File: src/rtl/diff_freq_serial_pkg.sv
// Shared definitions for the dual-rate serial link (transmitter and receiver).
//   - line idle levels, repeat/one-shot mode codes, speed select codes
//   - receiver state enum
//   - default word width and tick counts for a 10 MHz system clock
//   - 2-of-3 majority helper used by the optional mid-bit voting sampler
package diff_freq_serial_pkg;

  localparam logic IDLE_LOW   = 1'b0;
  localparam logic IDLE_HIGH  = 1'b1;
  localparam logic ONE_SHOT   = 1'b0;
  localparam logic REPEAT     = 1'b1;
  localparam logic LOW_SPEED  = 1'b0;
  localparam logic HIGH_SPEED = 1'b1;

  localparam int DEF_DATA_BIT    = 8;
  localparam int DEF_TICK_10K_HZ = 1000;
  localparam int DEF_TICK_20K_HZ = 500;

  typedef enum logic {
    IDLE = 1'b0,
    RECV = 1'b1
  } rx_state_e;

  function automatic logic majority3(input logic a, input logic b, input logic c);
    return (a & b) | (a & c) | (b & c);
  endfunction

endpackage

File: src/rtl/diff_freq_serial_in_if.sv
// Control / data bundle of the serial receiver.
//   i_sel_freq  : 0 = low speed, 1 = high speed (latched at word start and each bit end)
//   i_start     : one-cycle pulse, begins a word
//   i_stop      : ends repeat reception after the current word
//   i_mode      : 0 = one-shot, 1 = repeat
//   i_data      : serial line, idle low, LSB first
//   o_bit_tick  : one-cycle pulse at the end of each bit period
//   o_data      : last completed word
//   o_done_tick : one-cycle pulse when o_data updates
//   o_busy      : high while receiving
// Modport slave is the receiver side, master the driving side.
interface diff_freq_serial_in_if
  import diff_freq_serial_pkg::*;
#(
  parameter int DATA_BIT = DEF_DATA_BIT
);
  logic                i_sel_freq;
  logic                i_start;
  logic                i_stop;
  logic                i_mode;
  logic                i_data;
  logic                o_bit_tick;
  logic [DATA_BIT-1:0] o_data;
  logic                o_done_tick;
  logic                o_busy;

  modport master (
    output i_sel_freq, i_start, i_stop, i_mode, i_data,
    input  o_bit_tick, o_data, o_done_tick, o_busy
  );

  modport slave (
    input  i_sel_freq, i_start, i_stop, i_mode, i_data,
    output o_bit_tick, o_data, o_done_tick, o_busy
  );
endinterface

File: src/rtl/diff_freq_serial_in_bit_period_timer.sv
// bit_period_timer: per-bit cycle counter shared by the serial transmitter
// and receiver. While i_run is high the counter runs 0..N-1 and wraps, with
// N = TICK_20K_HZ when i_sel_freq is high, else TICK_10K_HZ. While i_run is
// low it holds 0, so the first running cycle is cycle 0 of a bit.
// Ports:
//   clk, rst        : clock, synchronous active-high reset
//   i_run           : counter enable
//   i_sel_freq      : latched period select (must only change at a wrap)
//   o_sample_pre    : strobe at count N/2-1 (SAMPLE_MAJORITY_EN only)
//   o_sample_post   : strobe at count N/2+1 (SAMPLE_MAJORITY_EN only)
//   o_sample        : strobe at count N/2
//   o_bit_end       : strobe at count N-1
// Optional feature macro: SAMPLE_MAJORITY_EN adds the two flanking strobes.
module bit_period_timer
  import diff_freq_serial_pkg::*;
#(
  parameter int TICK_10K_HZ = DEF_TICK_10K_HZ,
  parameter int TICK_20K_HZ = DEF_TICK_20K_HZ
) (
  input  logic clk,
  input  logic rst,
  input  logic i_run,
  input  logic i_sel_freq,
`ifdef SAMPLE_MAJORITY_EN
  output logic o_sample_pre,
  output logic o_sample_post,
`endif
  output logic o_sample,
  output logic o_bit_end
);
  localparam int CW = $clog2(TICK_10K_HZ);

  localparam logic [CW-1:0] LAST_LO = CW'(TICK_10K_HZ - 1);
  localparam logic [CW-1:0] LAST_HI = CW'(TICK_20K_HZ - 1);
  localparam logic [CW-1:0] MID_LO  = CW'(TICK_10K_HZ / 2);
  localparam logic [CW-1:0] MID_HI  = CW'(TICK_20K_HZ / 2);

  logic [CW-1:0] count_q, count_d;
  logic [CW-1:0] last_cnt, mid_cnt;

  always_comb begin
    last_cnt = i_sel_freq ? LAST_HI : LAST_LO;
    mid_cnt  = i_sel_freq ? MID_HI : MID_LO;
    count_d  = '0;
    if (i_run && (count_q != last_cnt)) begin
      count_d = count_q + CW'(1);
    end
  end

  always_ff @(posedge clk) begin
    if (rst) begin
      count_q <= '0;
    end else begin
      count_q <= count_d;
    end
  end

  assign o_sample  = i_run && (count_q == mid_cnt);
  assign o_bit_end = i_run && (count_q == last_cnt);

`ifdef SAMPLE_MAJORITY_EN
  // N >= 4 keeps both flanking counts inside 0..N-1.
  assign o_sample_pre  = i_run && (count_q == mid_cnt - CW'(1));
  assign o_sample_post = i_run && (count_q == mid_cnt + CW'(1));
`endif

endmodule

File: src/rtl/diff_freq_serial_in.sv
// diff_freq_serial_in: deserialises a DATA_BIT word, LSB first, from an
// idle-low serial line running at 10 kHz or 20 kHz (selectable per bit),
// aligned by an i_start pulse shared with the transmitter.
// Ports:
//   clk  : 10 MHz system clock
//   rst  : synchronous active-high reset (aborts any word, clears o_data)
//   bus  : diff_freq_serial_in_if.slave (controls, serial line, outputs)
// Optional feature macro: SAMPLE_MAJORITY_EN -- each bit is the 2-of-3 vote
// of samples at counts N/2-1, N/2, N/2+1 instead of a single sample at N/2.
module diff_freq_serial_in
  import diff_freq_serial_pkg::*;
#(
  parameter int DATA_BIT    = DEF_DATA_BIT,
  parameter int TICK_10K_HZ = DEF_TICK_10K_HZ,
  parameter int TICK_20K_HZ = DEF_TICK_20K_HZ
) (
  input  logic                  clk,
  input  logic                  rst,
  diff_freq_serial_in_if.slave  bus
);
  localparam int IW = $clog2(DATA_BIT) + 1;

  rx_state_e           state_q, state_d;
  logic                mode_q, mode_d;
  logic                speed_q, speed_d;
  logic                stop_seen_q, stop_seen_d;
  logic [IW-1:0]       idx_q, idx_d;
  logic [DATA_BIT-1:0] shift_q, shift_d;
  logic [DATA_BIT-1:0] data_q, data_d;
  logic                bit_tick_q, bit_tick_d;
  logic                done_q, done_d;
  logic                busy_q, busy_d;

  logic                smp_mid, bit_end;
`ifdef SAMPLE_MAJORITY_EN
  logic                smp_pre, smp_post;
  logic [1:0]          vote_q, vote_d;   // [0] = early sample, [1] = centre sample
`endif

  bit_period_timer #(
    .TICK_10K_HZ (TICK_10K_HZ),
    .TICK_20K_HZ (TICK_20K_HZ)
  ) u_timer (
    .clk           (clk),
    .rst           (rst),
    .i_run         (state_q == RECV),
    .i_sel_freq    (speed_q),
`ifdef SAMPLE_MAJORITY_EN
    .o_sample_pre  (smp_pre),
    .o_sample_post (smp_post),
`endif
    .o_sample      (smp_mid),
    .o_bit_end     (bit_end)
  );

  always_comb begin
    state_d     = state_q;
    mode_d      = mode_q;
    speed_d     = speed_q;
    stop_seen_d = stop_seen_q;
    idx_d       = idx_q;
    shift_d     = shift_q;
    data_d      = data_q;
    bit_tick_d  = 1'b0;
    done_d      = 1'b0;
`ifdef SAMPLE_MAJORITY_EN
    vote_d      = vote_q;
`endif

    unique case (state_q)
      IDLE: begin
        // i_stop blocks a simultaneous i_start.
        if (bus.i_start && !bus.i_stop) begin
          state_d     = RECV;
          mode_d      = bus.i_mode;
          speed_d     = bus.i_sel_freq;
          idx_d       = '0;
          stop_seen_d = 1'b0;
        end
      end

      RECV: begin
        if (bus.i_stop) begin
          stop_seen_d = 1'b1;
        end

`ifdef SAMPLE_MAJORITY_EN
        if (smp_pre) vote_d[0] = bus.i_data;
        if (smp_mid) vote_d[1] = bus.i_data;
        if (smp_post) begin
          shift_d = {majority3(vote_q[0], vote_q[1], bus.i_data), shift_q[DATA_BIT-1:1]};
        end
`else
        if (smp_mid) begin
          shift_d = {bus.i_data, shift_q[DATA_BIT-1:1]};
        end
`endif

        if (bit_end) begin
          bit_tick_d = 1'b1;
          speed_d    = bus.i_sel_freq;
          if (idx_q == IW'(DATA_BIT - 1)) begin
            // shift_d rather than shift_q: with N == 4 the voted commit
            // lands on the same edge as the word end.
            data_d      = shift_d;
            done_d      = 1'b1;
            idx_d       = '0;
            stop_seen_d = 1'b0;
            if ((mode_q == ONE_SHOT) || stop_seen_q || bus.i_stop) begin
              state_d = IDLE;
            end
          end else begin
            idx_d = idx_q + IW'(1);
          end
        end
      end

      default: state_d = IDLE;
    endcase

    busy_d = (state_d != IDLE);
  end

  always_ff @(posedge clk) begin
    if (rst) begin
      state_q     <= IDLE;
      mode_q      <= 1'b0;
      speed_q     <= 1'b0;
      stop_seen_q <= 1'b0;
      idx_q       <= '0;
      shift_q     <= '0;
      data_q      <= '0;
      bit_tick_q  <= 1'b0;
      done_q      <= 1'b0;
      busy_q      <= 1'b0;
`ifdef SAMPLE_MAJORITY_EN
      vote_q      <= '0;
`endif
    end else begin
      state_q     <= state_d;
      mode_q      <= mode_d;
      speed_q     <= speed_d;
      stop_seen_q <= stop_seen_d;
      idx_q       <= idx_d;
      shift_q     <= shift_d;
      data_q      <= data_d;
      bit_tick_q  <= bit_tick_d;
      done_q      <= done_d;
      busy_q      <= busy_d;
`ifdef SAMPLE_MAJORITY_EN
      vote_q      <= vote_d;
`endif
    end
  end

  assign bus.o_bit_tick  = bit_tick_q;
  assign bus.o_data      = data_q;
  assign bus.o_done_tick = done_q;
  assign bus.o_busy      = busy_q;

endmodule

File: src/flat_wrapper.sv
// flat-port wrapper written by rule: the top's interface ports become plain ports
module diff_freq_serial_in_flat import diff_freq_serial_pkg::*;
#(
  parameter int DATA_BIT    = DEF_DATA_BIT,
  parameter int TICK_10K_HZ = DEF_TICK_10K_HZ,
  parameter int TICK_20K_HZ = DEF_TICK_20K_HZ
)
  (clk, rst, bus_i_sel_freq, bus_i_start, bus_i_stop, bus_i_mode, bus_i_data, bus_o_bit_tick, bus_o_data, bus_o_done_tick, bus_o_busy);
  diff_freq_serial_in_if #(.DATA_BIT(DATA_BIT)) bus_i ();
  input  logic clk;
  input  logic rst;
  input wire logic [$bits(bus_i.i_sel_freq)-1:0] bus_i_sel_freq;
  input wire logic [$bits(bus_i.i_start)-1:0] bus_i_start;
  input wire logic [$bits(bus_i.i_stop)-1:0] bus_i_stop;
  input wire logic [$bits(bus_i.i_mode)-1:0] bus_i_mode;
  input wire logic [$bits(bus_i.i_data)-1:0] bus_i_data;
  output wire logic [$bits(bus_i.o_bit_tick)-1:0] bus_o_bit_tick;
  output wire logic [$bits(bus_i.o_data)-1:0] bus_o_data;
  output wire logic [$bits(bus_i.o_done_tick)-1:0] bus_o_done_tick;
  output wire logic [$bits(bus_i.o_busy)-1:0] bus_o_busy;
  assign bus_i.i_sel_freq = bus_i_sel_freq;
  assign bus_i.i_start = bus_i_start;
  assign bus_i.i_stop = bus_i_stop;
  assign bus_i.i_mode = bus_i_mode;
  assign bus_i.i_data = bus_i_data;
  assign bus_o_bit_tick = bus_i.o_bit_tick;
  assign bus_o_data = bus_i.o_data;
  assign bus_o_done_tick = bus_i.o_done_tick;
  assign bus_o_busy = bus_i.o_busy;
  diff_freq_serial_in #(.DATA_BIT(DATA_BIT), .TICK_10K_HZ(TICK_10K_HZ), .TICK_20K_HZ(TICK_20K_HZ)) u_core (.clk(clk), .rst(rst), .bus(bus_i));
endmodule
File: config.mk
export PLATFORM = sky130hd
export DESIGN_NAME = diff_freq_serial_in_flat
export DESIGN_NICKNAME = d
export VERILOG_FILES = /design/src/rtl/diff_freq_serial_pkg.sv /design/src/rtl/diff_freq_serial_in_if.sv /design/src/rtl/diff_freq_serial_in_bit_period_timer.sv /design/src/rtl/diff_freq_serial_in.sv /design/src/flat_wrapper.sv
export SDC_FILE = /design/constraint.sdc
export NUM_CORES = 1
export LEC_CHECK = 0
export BUFFER_PORTS_ARGS = -buffer_cell sky130_fd_sc_hd__clkbuf_2
export CORE_ASPECT_RATIO = 1.75
export CORE_MARGIN = 3
export CORE_UTILIZATION = 61
export DETAILED_ROUTE_END_ITERATION = 10
export PLACE_DENSITY_LB_ADDON = 0.05
export SKIP_CTS_REPAIR_TIMING = 1
export SLEW_MARGIN = 20
export SYNTH_ARGS = -nofsm -noshare
export SYNTH_HDL_FRONTEND = slang
export SYNTH_SLANG_ARGS = --single-unit
File: constraint.sdc
create_clock -name clk -period 4.9 [get_ports clk]
set_input_delay 0 -clock clk [delete_from_list [all_inputs] [get_ports clk]]
set_output_delay 0 -clock clk [all_outputs]
set_load 0.05 [all_outputs]
; After elaboration in Yosys (flattened, before gate mapping)
; Cells that the tools add are included.
[word_totals]
out_inout_bits = 11
register_bits = 36
word_cells = 57
inputBits = 7
[op_classes]
bitwise_logic = 4
n_addsub = 2
muxes = 22
n_reduce_logical = 13
eq_ne = 6
[ops]
columns = cell, count
row1 = $mux W1, 12
row2 = $mux W4, 3
row3 = $add A10 B1 Y10 const B, 1
row4 = $eq A10 B10 Y1, 1
row5 = $eq A10 B9 Y1, 1
row6 = $mux W10, 1
row7 = $ne A10 B10 Y1, 1
row8 = $mux W9, 1
row9 = $mux W8, 1
row10 = $pmux W4 S2, 1
row11 = $pmux W1 S2, 3
row12 = $add A4 B1 Y4 const B, 1
row13 = $eq A4 B3 Y1 const B, 1
row14 = $logic_and A1 B1 Y1, 4
row15 = $not A1 Y1, 4
row16 = $reduce_and A2 Y1, 2
row17 = $reduce_or A2 Y1, 2
row18 = $reduce_and A3 Y1, 1
row19 = $reduce_or A3 Y1, 1
row20 = $logic_or A1 B1 Y1, 2
row21 = $ne A2 B1 Y1 const B, 1
row22 = $ne A2 B2 Y1 const B, 1
row23 = $logic_not A1 Y1, 1

; Depth between registers and ports, before layout
; Gate-level depths: netlist (run 1).
[depth]
word_depth = 7
ltp_mapped = 6
ltp_nobuf = 5

; Cells and area by module
; Synthesis (run 1) repeated with hierarchy kept, for this count alone.
[hier_totals]
hier_cells = 181
hier_area_um2 = 1636.6
[modules_own_cells]
columns = module, cells_per_inst, area_each_um2, instances, seq_area_each_um2
row1 = diff_freq_serial_in, 122, 1111.1, 1, 520.5
row2 = bit_period_timer, 59, 525.5, 1, 200.2

; Worst setup path after synthesis (run 1)
; OpenSTA, ideal clock, no wires.
[synth_path]
path_type = reg2reg
from = register u_core.state_q
to = register u_core.shift_q[0]
path_buffers = 0
arrival_time_ns = 1.646
period_less_slack_ns = 1.774
path_stages_with_launch = 5
setup_ns = 0.128
path_slack_ns = 3.126
required_time_ns = 4.772
path_cell_list = dfxtp_1 > nor3b_1 > o2111ai_4 > mux2i_1 > nor2_1
[synth_via]
elab_chain_len = 2
[synth_lines]
columns = element, line_no
row1 = "start, declared", diff_freq_serial_in.sv:23  ; rx_state_e state_q, state_d;
row2 = "start signal, assigned", diff_freq_serial_in.sv:140  ; state_q <= state_d;
row3 = $logic_and A1 B1 Y1, diff_freq_serial_in_bit_period_timer.sv:58  ; assign o_sample = i_run && (count_q == mid_cnt);
row4 = $mux W8, diff_freq_serial_in.sv:94  ; if (smp_mid) begin
row5 = "end signal, assigned", diff_freq_serial_in.sv:145  ; shift_q <= shift_d;
row6 = "end, declared", diff_freq_serial_in.sv:28  ; logic [DATA_BIT-1:0] shift_q, shift_d;
; Parallel ways exist; a longest one is shown, timed or not.
; A chain may end at the register's enable or synchronous reset.

; Final worst setup path (run 1)
[layout_path]
from = register u_core.u_timer.count_q[1]
to = register u_core.data_q[1], in the netlist u_core.bus.o_data[1]
[layout_via]
elab_chain_len = 3
elab_cells_between_ends = 6
classes_between = eq/ne: 2 / mux: 1 / reduce/logical: 3
[layout_lines]
columns = element, line_no
row1 = "start, declared", diff_freq_serial_in_bit_period_timer.sv:38  ; logic [CW-1:0] count_q, count_d;
row2 = "start signal, assigned", diff_freq_serial_in_bit_period_timer.sv:54  ; count_q <= count_d;
row3 = $eq A10 B10 Y1 or $eq A10 B9 Y1 (tied branches), "diff_freq_serial_in_bit_period_timer.sv:59, diff_freq_serial_in_bit_period_timer.sv:58"
row4 = "$logic_and A1 B1 Y1, on equally long branches", "diff_freq_serial_in_bit_period_timer.sv:59, diff_freq_serial_in_bit_period_timer.sv:58"
row5 = $reduce_and A3 Y1 (no line) or $mux W8 (tied branches), -
row6 = "end signal, assigned", diff_freq_serial_in.sv:146  ; data_q <= data_d;
row7 = "end, declared", diff_freq_serial_in.sv:29  ; logic [DATA_BIT-1:0] data_q, data_d;
; Parallel ways exist; a longest one is shown, timed or not.

==> results_dict.tcl, run 1 <==
set metrics [dict create \
    status "complete, but fails checks" \
    violations "hold timing" \
    grt_pass1_wl_um 5380 \
    synthFlopType "dfxtp_1" \
    drtIter0Drc 19 \
    tritoncts "done" \
    path_class "reg -> reg" \
    clock_sinks 36 \
    dieArea_um2 3280 \
    yosysUniqueCellTypes 39 \
    dp_hpwl_um 2300 \
    antenna_cells 0 \
    postRouteAntennaNets 0 \
    die_width_um 44.6 \
    max_freq_ghz 0.572 \
    placed_cell_area_um2 1670 \
    r2r_slack_ns 3.15 \
    antenna_found_initial 0 \
    synthCells 164 \
    fin_nets 193 \
    synth_edf_count 0 \
    min_from "bus_i_data" \
    finalCritPeriodShare_pct 35.7 \
    pin_count 18 \
    multi_input_area_um2 825 \
    wire_per_inst_um 14.8 \
    crit_path_max_incr_delay_ns 0.45 \
    gr-total-overflow 0 \
    synth_top_cell_by_area "dfxtp_1" \
    hold_class "in -> reg" \
    design_area_um2 1780 \
    via_per_inst 5.90 \
    setup_viol 0 \
    critPathArrivalTime_ns 1.95 \
    report.final.slew_viol_count 0 \
    syn_nets 173 \
    required_ns 5.11 \
    drcViolationCount 0 \
    io_buffer_count 17 \
    reg2regPathDepth 5 \
    synth_area_leaders "dfxtp_1 (45%), mux2i_1 (6.3%), nor2_1 (5.7%)" \
    tightestPinTransition_ns 0.508 \
    root_buffer "clkbuf_8" \
    clkTransAtPathRegs_ns 0.08 \
    grtUsageTotal_pct 22.2 \
    num_rows 23 \
    synth-seq-area-share_pct 45.3 \
    r2r_start "u_core.u_timer.count_q[1]" \
    synth_warnings 0 \
    fin_worst_skew_ns 0.0104 \
    cp_slowest_cell "o2111a_1" \
    synthArstFlopShare_pct 0 \
    endpoint_kind "flop" \
    dr_total_vias 1240 \
    grt_max_degree 29 \
    r2r-end "u_core.bus.o_data[1]" \
    syn_area_um2 1590 \
    die_h_um 73.5 \
    yosysMostFrequentCell "dfxtp_1" \
    first_global_vias 1212 \
    finalHoldViolations 1 \
    n_fill_cell 200 \
    setup_tns_ns 0 \
    placed_cells 200 \
    clock_path_buffers 2 \
    min_period_ns 1.75 \
    hold-worst-slack_ns -0.0221 \
    synth_top_area_share_pct 45.3 \
    initial_core_util_pct 66.6 \
    clock_latency_ns 0.29 \
    fin_cells 210 \
    min_delay_path_depth 3 \
    areaGrowthSynthToFinish_pct 11.8 \
    cp-start-kind "flop" \
    slew_headroom_pct 65.6 \
    drv_cap 0 \
    ys_top_cells_by_count "dfxtp_1 (36), nor2_1 (24), nand2_1 (14), a21oi_1 (10), mux2i_1 (10)" \
    power_density_nw_per_um2 294 \
    crit_fanout 9 \
    drt_pass1_iterations 6 \
    drt-total-wl_um 3110 \
    syn_avg_cell_area_um2 9.70 \
    ys_ff_latch 36 \
    numCtsBuffers 5 \
    regArea_um2 721 \
    worst_ir_drop_vdd_uv 223 \
    rsz0062_at_grt "false" \
    place_congestion 0.832 \
    cp_cell_sequence "ha_1, and4_1, o2111a_1, nand2_1, a21oi_1" \
    total_power_uw 523 \
    hold_end "u_core.shift_q[7]" \
    drive_gt1_share_pct 18.4 \
    power.leakage_uw 0.000768 \
    core_um2 2390 \
    htreeDepth 2 \
]
layout by cell type, fill, tap and decap left out, types with 3 or more instances in the layout:
| master | instances |
|---|---|
| mux2i_1 | 10 |
| clkbuf_2 | 17 |
| nand3_1 | 5 |
| xor2_1 | 7 |
| nor2b_1 | 3 |
| nand2_1 | 14 |
| clkbuf_8 | 5 |
| nand2b_1 | 4 |
| o21ai_0 | 8 |
| dfxtp_1 | 36 |
| a21oi_1 | 10 |
| nor2_1 | 24 |
power breakdown:
group / switching (uW) / total (uW) / internal (uW) / leakage (uW)
clock network: 104 / 205 / 101 / 0.0000414
registers: 3.41 / 298 / 295 / 0.000291
logic: 12.1 / 20.4 / 8.26 / 0.000436
worst max-delay path: cells and delay by family (launching register included):
kind	cells	cell delay, ns
AOI/OAI and AO/OA	2	0.61
DFF	1	0.39
and+or+nand+nor	2	0.46
adders and majority gates	1	0.23
per-stage QoR:
stage               setup WS (ns)  util, %
detailed placement           3.16     69.9
CTS                          3.15     73.6
global route                 3.00     74.4
finish                       3.15     74.4
global placement             3.23     69.9
floorplan                    3.13        -
worst max-delay path by stage:
stage | endpoint | cells after the start | slack, ns | from
2_1_floorplan | u_core.shift_q[0] | 4 | 3.13 | u_core.state_q
3_3_place_gp | u_core.idx_q[0] | 5 | 3.23 | u_core.u_timer.count_q[0]
3_5_place_dp | u_core.bus.o_data[1] | 5 | 3.16 | u_core.u_timer.count_q[0]
4_1_cts | u_core.bus.o_data[1] | 5 | 3.15 | u_core.u_timer.count_q[0]
5_1_grt | u_core.bus.o_data[5] | 5 | 3.00 | u_core.u_timer.count_q[0]
6_report | u_core.bus.o_data[1] | 5 | 3.15 | u_core.u_timer.count_q[1]
registers in the layout, indices dropped and copies added, names as in the netlist:
name,cells
u_core.u_timer.count_q,10
u_core.bus.o_data,8
u_core.shift_q,8
u_core.idx_q,4
u_core.bus.o_bit_tick,1
u_core.bus.o_done_tick,1
u_core.mode_q,1
u_core.speed_q,1
u_core.state_q,1
u_core.stop_seen_q,1
layout make-up:
| class | count | area share (%) |
|---|---|---|
| clock inverters | 2 | 0.915 |
| clock buffers | 6 | 4.08 |
| repair buffers | 19 | 5.91 |
| well taps | 25 | 1.76 |
| flip-flops and latches | 36 | 40.5 |
| multi-input cells | 120 | 46.4 |
| inverters | 2 | 0.422 |
per-layer routing:
metal | global-route usage [%] | wire length, um
met1 | 23.8 | 1200
met2 | 38.9 | 1690
met4 | 11.1 | 83
met5 | 0 | 0
met3 | 5.15 | 125
cell families after synthesis:
| family | synth area share, % |
|---|---|
| mux | 7.24 |
| xor+xnor | 4.96 |
| flops | 45.3 |
| simple gates | 23.4 |
| compound gates | 14.6 |
| fa+ha+maj | 1.57 |
| buf+inv | 2.83 |
No activity file was read; power rests on OpenSTA's default activity.
==> run 2: changes to the inputs <==
ABC_AREA = 1   (was not set)
CORE_UTILIZATION = 52   (was 61)
clock period = 1.48 ns   (was 4.9 ns; I/O delays follow)
==> run 2 against run 1 <==
Against the previous run: the flow still finishes with violations (hold timing); combinational power grew to 7.6 times the previous value; non-clock buffer count grew 24; synthesized area grew 8.3%; synthesized cell count grew 53%; fmax grew 27%; worst setup slack lost 3.1 ns; utilization shrank 2.3 points; sequential power grew to 3.4 times the previous value; hold slack lost 0.0049 ns; cell area grew 29%; routed wire length grew 46%; largest power group unchanged; highest routed layer unchanged.
==> results_dict.tcl, run 2 <==
set metrics [dict create \
    gr-total-overflow 0 \
    clock_path_buffers 2 \
    grt_pass1_wl_um 6470 \
    yosysMostFrequentCell "nand2_1" \
    met3_usage_pct 3.41 \
    ys_top_cells_by_count "nand2_1 (66), nor2_1 (45), dfxtp_1 (36), inv_1 (25), nand3_1 (19)" \
    postRouteAntennaNets 0 \
    synth-seq-area-share_pct 41.8 \
    power.leakage_uw 0.00110 \
    ys_ff_latch 36 \
    antenna_cells 0 \
    crit_buf_inv 1 \
    synthMuxAreaShare_pct 0 \
    grtUsageTotal_pct 20.9 \
    numCtsBuffers 5 \
    layout_commonest_cell "nand2_1" \
    status "complete, but fails checks" \
    first_global_vias 1501 \
    areaGrowthSynthToFinish_pct 33.0 \
    min_period_ns 1.38 \
    synthArstFlopShare_pct 0 \
    synth_area_leaders "dfxtp_1 (42%), nand2_1 (14%), nor2_1 (9.8%)" \
    max_flop_register "u_core.u_timer.count_q" \
    yosys.area_share.simple_pct 38.4 \
    drv_cap 0 \
    yosysUniqueCellTypes 29 \
    drt-total-wl_um 4520 \
    synth_fa_ha_area_share_pct 1.45 \
    clock_sinks 36 \
    hold-worst-slack_ns -0.0270 \
    clock_latency_ns 0.30 \
    violations "hold timing" \
    drcViolationCount 0 \
    htreeDepth 2 \
    dp_hpwl_um 2960 \
    setup_tns_ns 0 \
    drt_pass1_iterations 4 \
    synth_top_area_share_pct 41.8 \
    synthCells 251 \
    clkTransAtPathRegs_ns 0.08 \
    dieArea_um2 4070 \
    power_density_nw_per_um2 884 \
    met2_usage_pct 40.6 \
    synth_compound_area_share_pct 6.61 \
    synthFlopType "dfxtp_1" \
    tritoncts "done" \
    root_buffer "clkbuf_8" \
    synth_warnings 0 \
    synth-xor-area-share_pct 2.54 \
    fin_nets 307 \
    setup_viol 0 \
    fin_cells 342 \
    required_ns 1.69 \
    num_rows 27 \
    worst_ir_drop_vdd_uv 826 \
    tightestPinTransition_ns 0.341 \
    synth_top_cell_by_area "dfxtp_1" \
    report.final.slew_viol_count 0 \
    crit_family "simple AND/OR/NAND/NOR gates" \
    die_width_um 49.5 \
    drive_gt1_share_pct 30.1 \
    fin_worst_skew_ns 0.0117 \
    synth_top_family_by_area "simple AND/OR/NAND/NOR gates" \
    hold_class "in -> reg" \
    pin_count 18 \
    antenna_found_initial 0 \
    cp-start-kind "flop" \
    finalHoldViolations 2 \
    grt_max_degree 19 \
    crit_path_max_incr_delay_ns 0.37 \
    crit_top_cell "nand2_2" \
    syn_nets 260 \
    syn_avg_cell_area_um2 6.86 \
    path_class "reg -> reg" \
    place_congestion 0.865 \
    largest_register_ff_count 10 \
    dr_total_vias 1741 \
    finalCritPeriodShare_pct 93.2 \
    grt_use_met1_pct 21.0 \
    crit_fanout 10 \
    die_h_um 82.1 \
    initial_core_util_pct 54.3 \
    synth_edf_count 0 \
    io_buffer_count 17 \
    placed_cells 319 \
    critPathArrivalTime_ns 1.59 \
    cp_cell_sequence "ha_4, nand2_2, nor2_2, nand2_2, clkinv_4, nand2_4, nand3_2, a21oi_1" \
    slew_headroom_pct 77.1 \
    via_per_inst 5.09 \
    layout_common_cells "nand2_1 (61), nor2_1 (40), dfxtp_1 (28), inv_1 (24), buf_4 (24)" \
    drtIter0Drc 45 \
    grt-busiest-layer "met2" \
    max_freq_ghz 0.725 \
    wire_per_inst_um 13.2 \
    syn_area_um2 1720 \
    core_um2 3180 \
    cp_slowest_cell "dfxtp_4" \
    endpoint_kind "flop" \
]
[run 2: changes by cell type after synthesis, sizes merged, moves of 5 or more]
cell / change
a21oi: +7
inv: +26
mux2i: -10
nand2: +57
nand3: +16
nor2: +22
o21ai: -5
[run 2: where the power goes]
| part | switching, uW | total [uW] | internal (uW) |
|---|---|---|---|
| combinational | 89.9 | 156 | 66.4 |
| clock | 369 | 868 | 498 |
| sequential | 22.0 | 1000 | 980 |
[run 2: layer usage]
layer | vias up | wire length (um)
met3 | 14 | 181
met5 | - | 0
met1 | 801 | 1750
li1 | 886 | -
met4 | 0 | 157
met2 | 40 | 2440
[run 2: tightest hold or removal path: stages]
cell and delay, ns:
clkbuf_2 0.08, nand3_1 0.09, a21oi_1 0.06
[run 2: worst paths after layout]
kind / depth (start not counted) / start / end / slack, ns
worst max-delay path: 8 / u_core.u_timer.count_q[0] / u_core.u_timer.count_q[4] / 0.10
worst min-delay path: 3 / bus_i_data / u_core.shift_q[7] / -0.03
worst max register to register: 8 / u_core.u_timer.count_q[0] / u_core.u_timer.count_q[4] / 0.10
worst min register to register: 2 / u_core.mode_q / u_core.mode_q / 0.47
[run 2: through the flow]
| step | area (um^2) | setup slack [ns] | utilization [%] | total power (uW) |
|---|---|---|---|---|
| 2_1_floorplan | 1720 | 0.0860 | - | 1100 |
| 3_3_place_gp | 1920 | 0.0144 | 60.6 | 1140 |
| 3_5_place_dp | 1920 | 0.000180 | 60.6 | 1140 |
| 4_1_cts | 2040 | -0.0132 | 64.1 | 1990 |
| 5_1_grt | 2290 | -0.0258 | 72.2 | 2090 |
| 6_report | 2290 | 0.101 | 72.2 | 2030 |
[run 2: kinds of logic (layout without fill, tap and decap cells)]
kind of cell,Yosys count,count (layout)
AO/OA/AOI/OAI,22,22
XOR/XNOR,5,5
adder cells (fa/ha/maj),2,2
buffers and inverters,36,81
flip-flops,36,36
AND/OR/NAND/NOR,150,153
[run 2: final cells by class]
| type | count | area [um^2] |
|---|---|---|
| Timing Repair Buffer | 43 | 295 |
| Clock buffer | 5 | 68.8 |
| Tap cell | 43 | 53.8 |
| Clock inverter | 3 | 42.5 |
| Multi-Input combinational cell | 182 | 976 |
| Fill cell | 295 | 883 |
| Sequential cell | 36 | 738 |
| Inverter | 30 | 118 |
==> run 3: changes to the inputs <==
CORE_ASPECT_RATIO = 0.9   (was 1.75)
CTS_CLUSTER_SIZE = 28   (was not set)
==> run 3 against run 2 <==
Against the previous run: the flow now finishes without violations; worst setup slack lost 0.0070 ns; count of clock-buffer cells in the layout increased by 3; critical path depth shrank 1; largest power group unchanged.
==> results_dict.tcl, run 3 (synthesized netlist as in run 2, its figures left out) <==
set metrics [dict create \
    setup_tns_ns 0 \
    gr-total-overflow 0 \
    grt_max_degree 19 \
    min_from "bus_i_mode" \
    clock_sinks 36 \
    hold_class "in -> reg" \
    final.setup.worst_slack_ns 0.0936 \
    numCtsBuffers 5 \
    first_global_vias 1414 \
    power_density_nw_per_um2 870 \
    core_um2 3110 \
    critPathArrivalTime_ns 1.57 \
    num_rows 19 \
    grt_pass1_wl_um 5990 \
    reg2regPathDepth 7 \
    pin_count 18 \
    htreeDepth 2 \
    drv_cap 0 \
    wire_per_inst_um 11.5 \
    fin_nets 293 \
    min_delay_path_depth 3 \
    crit_path_max_incr_delay_ns 0.40 \
    layout_common_cells "nand2_1 (61), nor2_1 (40), dfxtp_1 (30), inv_1 (24)" \
    crit_cells 7 \
    areaGrowthSynthToFinish_pct 22.9 \
    clock_path_buffers 2 \
    power.leakage_uw 0.000983 \
    largest_register_ff_count 10 \
    grtUsageTotal_pct 19.8 \
    io_buffer_count 17 \
    clkTransAtPathRegs_ns 0.07 \
    fin_worst_skew_ns 0.00396 \
    tightestPinTransition_ns 0.441 \
    setup_viol 0 \
    via_per_inst 5.02 \
    cp-start-kind "flop" \
    postRouteAntennaNets 0 \
    worst_ir_drop_vdd_uv 719 \
    slew_headroom_pct 70.4 \
    drt-total-wl_um 3780 \
    root_buffer "clkbuf_8" \
    max_flop_register "u_core.u_timer.count_q" \
    status "complete, no violations" \
    max_freq_ghz 0.721 \
    pre_cts_slack_ns -0.00901 \
    dr_total_vias 1643 \
    endpoint_kind "flop" \
    r2r_start "u_core.u_timer.count_q[2]" \
    crit_buf_inv 1 \
    initial_core_util_pct 55.3 \
    tritoncts "done" \
    drcViolationCount 0 \
    antenna_found_initial 0 \
    path_class "reg -> reg" \
    min_period_ns 1.39 \
    drive_gt1_share_pct 25.6 \
    cp_cell_sequence "buf_4, xor2_1, nand3_4, nand2_1, nand2_1, nor2_1, nor2_1" \
    layout_commonest_cell "nand2_1" \
    finalHoldViolations 0 \
    place_congestion 0.810 \
    drt_pass1_iterations 5 \
    die_width_um 66.7 \
    rsz0062_at_grt "true" \
    clock_latency_ns 0.29 \
    die_h_um 60.6 \
    report.final.slew_viol_count 0 \
    required_ns 1.67 \
    dp_hpwl_um 2670 \
    startpoint "u_core.u_timer.count_q[2]" \
    cp_slowest_cell "dfxtp_1" \
    crit_fanout 8 \
    drtIter0Drc 128 \
    antenna_cells 0 \
    crit_family "simple AND/OR/NAND/NOR gates" \
    finalCritPeriodShare_pct 93.7 \
    dieArea_um2 4040 \
]
[run 3: routing by layer]
layer / share of wire (%) / up-vias / global-route usage (%)
met4: 1.8 / 0 / 8.70
met3: 5.2 / 8 / 5.00
met5: 0 / - / 0
li1: - / 855 / -
met1: 48 / 744 / 25.6
met2: 45 / 36 / 31.6
[run 3: layout make-up]
cell class / instances / area, um^2
clock buffer: 8 / 90.1
fill: 285 / 997
inverter: 30 / 115
multi-input combinational: 180 / 936
sequential: 36 / 728
tap: 42 / 52.6
timing repair buffer: 31 / 195
[run 3: worst reg2reg max path: stages, from the launching register on]
cell,delay (ns)
dfxtp_1,0.40
buf_4,0.17
xor2_1,0.23
nand3_4,0.16
nand2_1,0.11
nand2_1,0.05
nor2_1,0.11
nor2_1,0.05
[run 3: path summary, 6_finish.rpt]
path / to / slack [ns]
hold reg to reg: u_core.idx_q[2] / 0.47
hold / removal: u_core.mode_q / 0.01
setup / recovery: u_core.bus.o_data[5] / 0.09
setup reg to reg: u_core.bus.o_data[5] / 0.09
[run 3: stage by stage]
step	std cells	power (uW)	utilization (%)	hold slack, ns	cell area [um^2]
5_1_grt	327	1920	68.0	0.0379	2120
3_5_place_dp	315	1140	61.0	0.252	1900
3_3_place_gp	315	1140	61.0	0.231	1900
6_report	327	1840	68.0	0.0118	2120
4_1_cts	323	1840	63.9	-0.0478	1990
2_1_floorplan	251	1100	-	0.135	1720
[run 3: report_power, final]
group	switching, uW	total (uW)	internal (uW)
clock network	326	705	379
logic	80.6	130	49.4
registers	21.1	1010	985
